## src/rtl/mod_n_down_timer_if.sv

```systemverilog
// rtl/mod_n_down_timer_if.sv - control/status bundle for the loadable down-counting timer
interface mod_n_down_timer_if #(
  parameter int N = 8
);
  logic         en;
  logic         load;
  logic [N-1:0] load_val;
  logic         start;
  logic         mode;
  logic [N-1:0] count;
  logic         zero_tick;
  logic         busy;
  logic         done;

  modport master (
    output en, load, load_val, start, mode,
    input  count, zero_tick, busy, done
  );

  modport slave (
    input  en, load, load_val, start, mode,
    output count, zero_tick, busy, done
  );
endinterface

```

## src/rtl/mod_n_down_timer.sv

```systemverilog
// rtl/mod_n_down_timer.sv - loadable one-shot/periodic down-counting timer with expiry pulse
module mod_n_down_timer #(
  parameter int N = 8
) (
  input  logic              clk,
  input  logic              rst_n,
  mod_n_down_timer_if.slave bus
);
  typedef enum logic [1:0] {
    IDLE = 2'd0,
    RUN  = 2'd1,
    DONE = 2'd2
  } state_t;

  localparam logic [N-1:0] ONE  = N'(1);
  localparam logic [N-1:0] ZERO = '0;

  state_t       state,      state_nxt;
  logic [N-1:0] count_q,    count_nxt;
  logic [N-1:0] reload_q,   reload_nxt;
  logic         tick_q,     tick_nxt;

  always_ff @(posedge clk) begin
    if (!rst_n) begin
      state    <= IDLE;
      count_q  <= ZERO;
      reload_q <= ZERO;
      tick_q   <= 1'b0;
    end else begin
      state    <= state_nxt;
      count_q  <= count_nxt;
      reload_q <= reload_nxt;
      tick_q   <= tick_nxt;
    end
  end

  // Priority is load > start > en; zero_tick is a pulse so it defaults low.
  always_comb begin
    state_nxt  = state;
    count_nxt  = count_q;
    reload_nxt = reload_q;
    tick_nxt   = 1'b0;
    if (bus.load) begin
      reload_nxt = bus.load_val;
      count_nxt  = bus.load_val;
      state_nxt  = IDLE;
    end else if (bus.start) begin
      if (reload_q != ZERO) begin
        count_nxt = reload_q;
        state_nxt = RUN;
      end else begin
        count_nxt = ZERO;
        state_nxt = DONE;
        tick_nxt  = 1'b1;
      end
    end else if (state == RUN && bus.en) begin
      if (count_q > ONE) begin
        count_nxt = count_q - ONE;
      end else if (count_q == ONE) begin
        tick_nxt = 1'b1;
        if (bus.mode) begin
          count_nxt = reload_q;
        end else begin
          count_nxt = ZERO;
          state_nxt = DONE;
        end
      end
    end
  end

  assign bus.count     = count_q;
  assign bus.zero_tick = tick_q;
  assign bus.busy      = (state == RUN);
  assign bus.done      = (state == DONE);
endmodule

```

## src/flat_wrapper.sv

```systemverilog
// flat-port wrapper written by rule: the top's interface ports become plain ports
module mod_n_down_timer_flat 
#(
  parameter int N = 8
)
  (clk, rst_n, bus_en, bus_load, bus_load_val, bus_start, bus_mode, bus_count, bus_zero_tick, bus_busy, bus_done);
  mod_n_down_timer_if #(.N(N)) bus_i ();
  input  logic clk;
  input  logic rst_n;
  input wire logic [$bits(bus_i.en)-1:0] bus_en;
  input wire logic [$bits(bus_i.load)-1:0] bus_load;
  input wire logic [$bits(bus_i.load_val)-1:0] bus_load_val;
  input wire logic [$bits(bus_i.start)-1:0] bus_start;
  input wire logic [$bits(bus_i.mode)-1:0] bus_mode;
  output wire logic [$bits(bus_i.count)-1:0] bus_count;
  output wire logic [$bits(bus_i.zero_tick)-1:0] bus_zero_tick;
  output wire logic [$bits(bus_i.busy)-1:0] bus_busy;
  output wire logic [$bits(bus_i.done)-1:0] bus_done;
  assign bus_i.en = bus_en;
  assign bus_i.load = bus_load;
  assign bus_i.load_val = bus_load_val;
  assign bus_i.start = bus_start;
  assign bus_i.mode = bus_mode;
  assign bus_count = bus_i.count;
  assign bus_zero_tick = bus_i.zero_tick;
  assign bus_busy = bus_i.busy;
  assign bus_done = bus_i.done;
  mod_n_down_timer #(.N(N)) u_core (.clk(clk), .rst_n(rst_n), .bus(bus_i));
endmodule
```

## config.mk

```make
export PLATFORM = sky130hd
export DESIGN_NAME = mod_n_down_timer_flat
export DESIGN_NICKNAME = d
export VERILOG_FILES = /design/src/rtl/mod_n_down_timer_if.sv /design/src/rtl/mod_n_down_timer.sv /design/src/flat_wrapper.sv
export SDC_FILE = /design/constraint.sdc
export NUM_CORES = 1
export LEC_CHECK = 0
export BUFFER_PORTS_ARGS = -buffer_cell sky130_fd_sc_hd__buf_4
export CORE_MARGIN = 2
export CORE_UTILIZATION = 57
export DETAILED_ROUTE_END_ITERATION = 10
export GPL_TIMING_DRIVEN = 0
export PLACE_DENSITY = 0.83
export SYNTH_ARGS = -nofsm -noshare
export SYNTH_HDL_FRONTEND = slang
export SYNTH_SLANG_ARGS = --single-unit
```

## constraint.sdc

```tcl
create_clock -name clk -period 3.6 [get_ports clk]
set_input_delay 0.72 -clock clk [delete_from_list [all_inputs] [get_ports clk]]
set_output_delay 0.72 -clock clk [all_outputs]
set_load 0.01 [all_outputs]
```

==> summary.txt, run 1 <==
Outcome
  • Status: finished clean

Synth
  • Yosys cell types: 45
  • Compound-Gate Fraction of Synth Area: 24.27%
  • Largest family of logic cells by synthesized area: simple AND/OR/NAND/NOR gates
  • Cell area after synthesis: 1155 um^2
  • Synth warn: 0
  • Yosys top cell by area: dfxtp_1
  • Syn avg cell area: 8.555 um^2
  • Post-Synth Adder-Cell Area: 2.167%
  • Top cells by area, synth: dfxtp_1 (33%), mux2i_1 (5.2%), a21oi_1 (4.8%), nor2b_1 (4.3%), o21ai_0 (3.9%)
  • Seq/Total Area, Yosys: 32.94%
  • Number of synthesized register bits: 19
  • Simple-gate share of the synthesized area: 28.82%
  • Post-Synth XOR/XNOR Area: 0.7584%
  • Syn_nets: 151
  • Mux share of post-synthesis cell area: 6.176%
  • Share of the synthesized area in the top cell type: 32.94%
  • Synth Instances: 135

Global route
  • First-pass GRT wire length: 4.954 mm
  • Total gr overflow: 0
  • Total Routing Usage GR: 26.42%
  • Number of global-route vias before repair: 1085
  • Antenna violations before repair: 0
  • Largest net degree at the start of global routing: 12

Floorplanning
  • Cell Rows: 16
  • Core Region: 1942 um^2
  • Die Wd: 49.01 um
  • I/O Pins: 25
  • Die Span Y: 49.01 um
  • Initial core utilization: 59.47%
  • Die footprint: 2402 um^2

Clock tree
  • Num CTS Buffers: 3
  • H-tree Lvls: 1
  • Clock transition at path regs: 0.12 ns
  • Hold_buf cts: 0
  • CTS Buffer Depth: 2
  • # resized after CTS: 0
  • Worst-Skew Late Latency: 0.31 ns
  • Clock Sinks: 19
  • Post-CTS Setup Bufs: 0
  • Clk root buf: clkbuf_4
  • CTS tree: done

Job
  • Maxcap violations: 0

Power
  • Power, Total: 0.5311 mW
  • Maximum vdd drop: 290.0 uV
  • Pwr Density: 382.4 nW/um^2
  • LEAKAGE: 0.5684 nW

Finish
  • Most frequent cells in the layout: buf_4 (23), dfxtp_1 (19), a21oi_1 (11)
  • Layout cells sized above 1: 24.69%
  • Filler instances: 166
  • Fin cells: 189
  • Post-layout nets: 179
  • Layout area overhead: 20.26%
  • Multi-input logic area: 718.2 um^2
  • Most common cell after layout, fill and taps aside: buf_4
  • Reg area: 380.4 um^2
  • Diode count: 0

Place
  • HPWL Detailed: 2.274 mm
  • Placed cells: 185
  • Port Buffers: 23
  • Gpl congestion: 0.8484

STA
  • Hold Fails Final Rpt: 0
  • RSZ-0062 raised after global routing: no
  • Max Slew Vio Count: 0
  • Fin crit period: 2.207 ns
  • Worst-Margin Slew: 0.6048 ns
  • Post-route clock skew: 0.01769 ns
  • Setup_tns: 0 ns
  • Setup violators final: 0
  • F_max: 453.1 MHz
  • Hold WS: 0.5108 ns
  • Period utilization: 61.30%
  • Slew margin rel.: 59.38%

Drt
  • Drt drc: 0
  • Post-route ant nets: 0
  • DR iter-0 viols: 47
  • DR vias/cell: 6.243
  • DRT Pass-1 Iters: 4
  • Avg WL per Cell: 15.62 um
  • Detailed-route via count: 1180
  • Final WL: 2.953 mm

Setup path
  • Crit path required time: 3.81 ns
  • Worst-path maximum fanout: 9
  • Worst setup EP type: register
  • CP Launch Type: register
  • R2r setup slk: 1.39 ns
  • Critical path arrival: 2.41 ns
  • WS Path Type: register to register

Worst hold path
  • Hold crit path type: register to register
==> report_power, final <==
group          internal (mW)  switching (mW)
Combinational         0.0818          0.0868
Clock                 0.0415          0.0683
Sequential             0.227          0.0260
Total                  0.350           0.181
==> layer usage <==
metal | part of all wire (%) | vias up | GRT usage [%]
met1 | 42 | 552 | 35.98
met5 | 0 | - | 0
met4 | 2.0 | 0 | 9.048
li1 | - | 563 | -
met2 | 50 | 58 | 43.61
met3 | 6.4 | 7 | 2.761
==> synthesized netlist by cell type, drive strengths merged <==
| library cell | number |
|---|---|
| a2111oi | 2 |
| a21boi | 2 |
| a21o | 1 |
| a21oi | 12 |
| a221oi | 2 |
| a22o | 1 |
| a32o | 1 |
| a32oi | 1 |
| a41oi | 1 |
| and3 | 3 |
| and3b | 1 |
| and4b | 1 |
| buf | 2 |
| clkbuf | 5 |
| dfxtp | 19 |
| ha | 2 |
| inv | 5 |
| mux2 | 1 |
| mux2i | 6 |
| nand2 | 10 |
| nand3 | 3 |
| nand4 | 1 |
| nor2 | 10 |
| nor2b | 8 |
| nor3 | 5 |
| nor3b | 2 |
| nor4 | 4 |
| nor4b | 1 |
| o211ai | 3 |
| o21ai | 9 |
| o22ai | 1 |
| o311a | 1 |
| o31ai | 1 |
| o41ai | 1 |
| or4 | 5 |
| or4b | 1 |
| xnor2 | 1 |
==> metrics by stage <==
| stage | utilization (%) | setup slack (ns) | cell area (um^2) |
|---|---|---|---|
| final | 71.52 | 1.393 | 1389 |
| after global routing | 71.52 | 1.219 | 1389 |
| after CTS | 71.52 | 1.403 | 1389 |
| after detailed placement | 70.10 | 1.329 | 1361 |
| after global placement | 70.10 | 1.335 | 1361 |
| after floorplan | - | 1.646 | 1155 |
==> final timing paths <==
| kind | startpoint | endpoint | cells after the start |
|---|---|---|---|
| max | u_core.bus.count[2] | u_core.bus.count[5] | 5 |
| min | u_core.reload_q[0] | u_core.reload_q[0] | 2 |
| max reg2reg | u_core.bus.count[2] | u_core.bus.count[5] | 5 |
| min reg2reg | u_core.reload_q[0] | u_core.reload_q[0] | 2 |
==> registers in the layout, summed over array words and instances, names as in the netlist <==
signal,cells
u_core.reload_q,8
u_core.bus.zero_tick,1
u_core.bus.count,8
u_core.state,2
==> kinds of logic (layout without fill, tap and decap cells) <==
| group | Yosys count | count (layout) |
|---|---|---|
| and+or+nand+nor | 55 | 55 |
| AOI/OAI and AO/OA | 39 | 39 |
| DFF | 19 | 19 |
| buffers and inverters | 12 | 39 |
| muxes | 7 | 7 |
| adders and majority gates | 2 | 2 |
| xor gates and xnor gates | 1 | 1 |
==> area by class of cell <==
cell class / count / share of cell area, %
multi-input combinational: 104 / 51.71
sequential: 19 / 27.39
timing repair buffer: 23 / 12.43
buffer: 7 / 2.703
tap: 27 / 2.432
clock buffer: 3 / 1.622
inverter: 5 / 1.351
clock inverter: 1 / 0.3604
==> worst max-delay path, stage by stage, from the launching register on <==
cell and delay [ns]:
dfxtp_1 0.42, or4_4 0.61, nor4_4 0.55, a21oi_2 0.07
a2111oi_2 0.37, nor3b_2 0.08
No activity file was read; power rests on OpenSTA's default activity.
==> run 2, diff against run 1 <==
--- a/config.mk
+++ b/config.mk
@@ -5,12 +5,14 @@
 export SDC_FILE = /design/constraint.sdc
 export NUM_CORES = 1
 export LEC_CHECK = 0
+export ABC_AREA = 1
 export BUFFER_PORTS_ARGS = -buffer_cell sky130_fd_sc_hd__buf_4
+export CORE_ASPECT_RATIO = 0.6
 export CORE_MARGIN = 2
-export CORE_UTILIZATION = 57
+export CORE_UTILIZATION = 53
 export DETAILED_ROUTE_END_ITERATION = 10
 export GPL_TIMING_DRIVEN = 0
-export PLACE_DENSITY = 0.83
+export PLACE_DENSITY = 0.78
 export SYNTH_ARGS = -nofsm -noshare
 export SYNTH_HDL_FRONTEND = slang
 export SYNTH_SLANG_ARGS = --single-unit
==> constraint.sdc (replaced) <==
create_clock -name clk -period 2.1 [get_ports clk]
set_input_delay 0.42 -clock clk [delete_from_list [all_inputs] [get_ports clk]]
set_output_delay 0.42 -clock clk [all_outputs]
set_load 0.01 [all_outputs]
==> run 2 against run 1 <==
Net effect:
- worst hold slack worse by 0.091 ns
- critical endpoint is now u_core.bus.count[4]
- power up 91%
- first-iteration DRC count up 36%
- setup slack worse by 0.99 ns
- cell count up 26%
- synthesized cell count up 33%
- register-to-register slack worse by 0.99 ns
- fmax up 30%
==> summary.txt, run 2 <==
Synth
  • Yosys cell types: 23
  • Share of the synthesized area in the top cell type: 31.97%
  • Synth async-reset ratio: 0%
  • Yosys top cell by area: dfxtp_1
  • Synth warn: 0
  • Most frequent cell after synthesis: nand2_1
  • Post-synth EDFFs: 0
  • Top post-synthesis cells by count: nand2_1 (37), inv_1 (33), dfxtp_1 (19)
  • Cell area after synthesis: 1190 um^2
  • Syn_nets: 196
  • Synth Instances: 180
  • Top cells by area, synth: dfxtp_1 (32%), nand2_1 (12%), inv_1 (10%), nor2_1 (5.7%), nand3_1 (5.5%)
  • Most common flop cell mapped by yosys: dfxtp_1
  • Syn avg cell area: 6.611 um^2
  • Number of synthesized register bits: 19
  • Seq/Total Area, Yosys: 31.97%

Floorplanning
  • Cell Rows: 13
  • Die Span Y: 40.70 um
  • I/O Pins: 25
  • Core Region: 2147 um^2
  • Die Wd: 65.17 um
  • Initial core utilization: 55.42%
  • Die footprint: 2652 um^2

Drt
  • Final WL: 2.901 mm
  • Drt drc: 0
  • DR iter-0 viols: 64
  • DRT Pass-1 Iters: 4
  • Avg WL per Cell: 12.19 um
  • Post-route ant nets: 0
  • DR vias/cell: 5.202
  • Detailed-route via count: 1238

STA
  • F_max: 589.6 MHz
  • Setup violators final: 0
  • Hold Fails Final Rpt: 0
  • Worst-Margin Slew: 0.5489 ns
  • Fin crit period: 1.696 ns
  • Post-route clock skew: 0.002652 ns
  • RSZ-0062 raised after global routing: no
  • Period utilization: 80.77%
  • Max Slew Vio Count: 0
  • Slew margin rel.: 63.41%
  • Setup_tns: 0 ns

Clock tree
  • Worst-Skew Late Latency: 0.26 ns
  • Clk root buf: clkbuf_8
  • Num CTS Buffers: 3
  • H-tree Lvls: 1
  • CTS tree: done
  • # resized after CTS: 0
  • CTS Buffer Depth: 2
  • Hold_buf cts: 0
  • Clock Sinks: 19
  • Post-CTS Setup Bufs: 0
  • Clock transition at path regs: 0.07 ns

Finish
  • Diode count: 0
  • Layout area overhead: 22.08%
  • Final core utilization: 67.66%
  • Most common cell after layout, fill and taps aside: nand2_1
  • Post-layout nets: 225
  • Post-route cell area: 1453 um^2
  • Most frequent cells in the layout: nand2_1 (37), inv_1 (33), buf_4 (24)
  • Fin cells: 238
  • Layout cells sized above 1: 24.52%

Setup path
  • Worst path cell trace: inv_1 > ha_1 > nand3_2 > inv_1 > nand2_1 > nand3_4 > nor2_4 > nand2_1 > nand3_1 > nand2_1 > inv_1
  • Slowest-stage cell, CP: dfxtp_1
  • Peak per-stage delay on the critical path: 0.36 ns
  • Worst-path maximum fanout: 9
  • Critical path arrival: 1.91 ns
  • Worst setup EP type: register
  • Crit path required time: 2.31 ns
  • WS Path Type: register to register
  • CP Launch Type: register

Outcome
  • Status: finished clean

Place
  • HPWL Detailed: 2.273 mm
  • Placed cells: 234
  • Gpl congestion: 0.9472
  • Port Buffers: 24
  • Placed cell areas: 1408 um^2

Worst hold path
  • Hold crit path type: primary input to register

Global route
  • Number of global-route vias before repair: 1072
  • Antenna violations before repair: 0
  • Total Routing Usage GR: 24.31%
  • Largest net degree at the start of global routing: 11
  • Total gr overflow: 0
  • First-pass GRT wire length: 4.595 mm

Job
  • Maxcap violations: 0

Power
  • Maximum vdd drop: 459.1 uV
  • Pwr Density: 700.0 nW/um^2
  • Power, Total: 1.017 mW
  • LEAKAGE: 0.7768 nW
## run 2: power breakdown
group | total [mW] | internal, mW | switching (mW)
Clock | 0.261 | 0.135 | 0.126
Combinational | 0.342 | 0.136 | 0.206
Sequential | 0.414 | 0.390 | 0.0242
Total | 1.02 | 0.661 | 0.356
## run 2: layer usage
metal | track usage (%) | wire (um) | vias to the layer above
met1 | 31.25 | 1329 | 561
met3 | 6.593 | 227 | 9
met2 | 39.80 | 1292 | 45
li1 | - | - | 623
met4 | 10.42 | 51 | 0
met5 | 0 | 0 | -
## run 2: path summary, 6_finish.rpt
check / start / end / slack [ns] / depth (start not counted)
setup / recovery: u_core.bus.count[0] / u_core.bus.count[4] / 0.40 / 11
hold / removal: rst_n / u_core.bus.count[2] / 0.42 / 3
hold reg to reg: u_core.state[1] / u_core.state[1] / 0.49 / 2
setup reg to reg: u_core.bus.count[0] / u_core.bus.count[4] / 0.40 / 11
## run 2: cell type report
type,count,area (um^2)
Clock buffer,4,45.04
Fill cell,198,694.4
Tap cell,30,37.54
Timing Repair Buffer,24,180.2
Multi-Input combinational cell,118,639.4
Buffer,3,20.02
Inverter,40,150.1
Sequential cell,19,380.4
## run 2: stage by stage
step	hold WS (ns)	setup WS, ns
after floorplan	0.4484	0.6246
after global placement	0.4649	0.5034
after detailed placement	0.4736	0.4601
after CTS	0.4193	0.4304
after global routing	0.4262	0.2874
final	0.4195	0.4038
## run 2: kinds of logic (layout without fill, tap and decap cells)
group | after synthesis | after routing | synth area share, %
buffers and inverters | 43 | 71 | 14.30
XOR/XNOR | 5 | 5 | 3.680
AND/OR/NAND/NOR | 87 | 87 | 36.07
flip-flops | 19 | 19 | 31.97
adder cells (fa/ha/maj) | 2 | 2 | 2.103
AO/OA/AOI/OAI | 24 | 24 | 11.88
## run 2: critical path: cells and delay by family (launching register included)
kind | cells | cell delay [ns]
buf+inv | 3 | 0.18
fa+ha+maj | 1 | 0.25
simple gates | 7 | 0.84
flops | 1 | 0.36
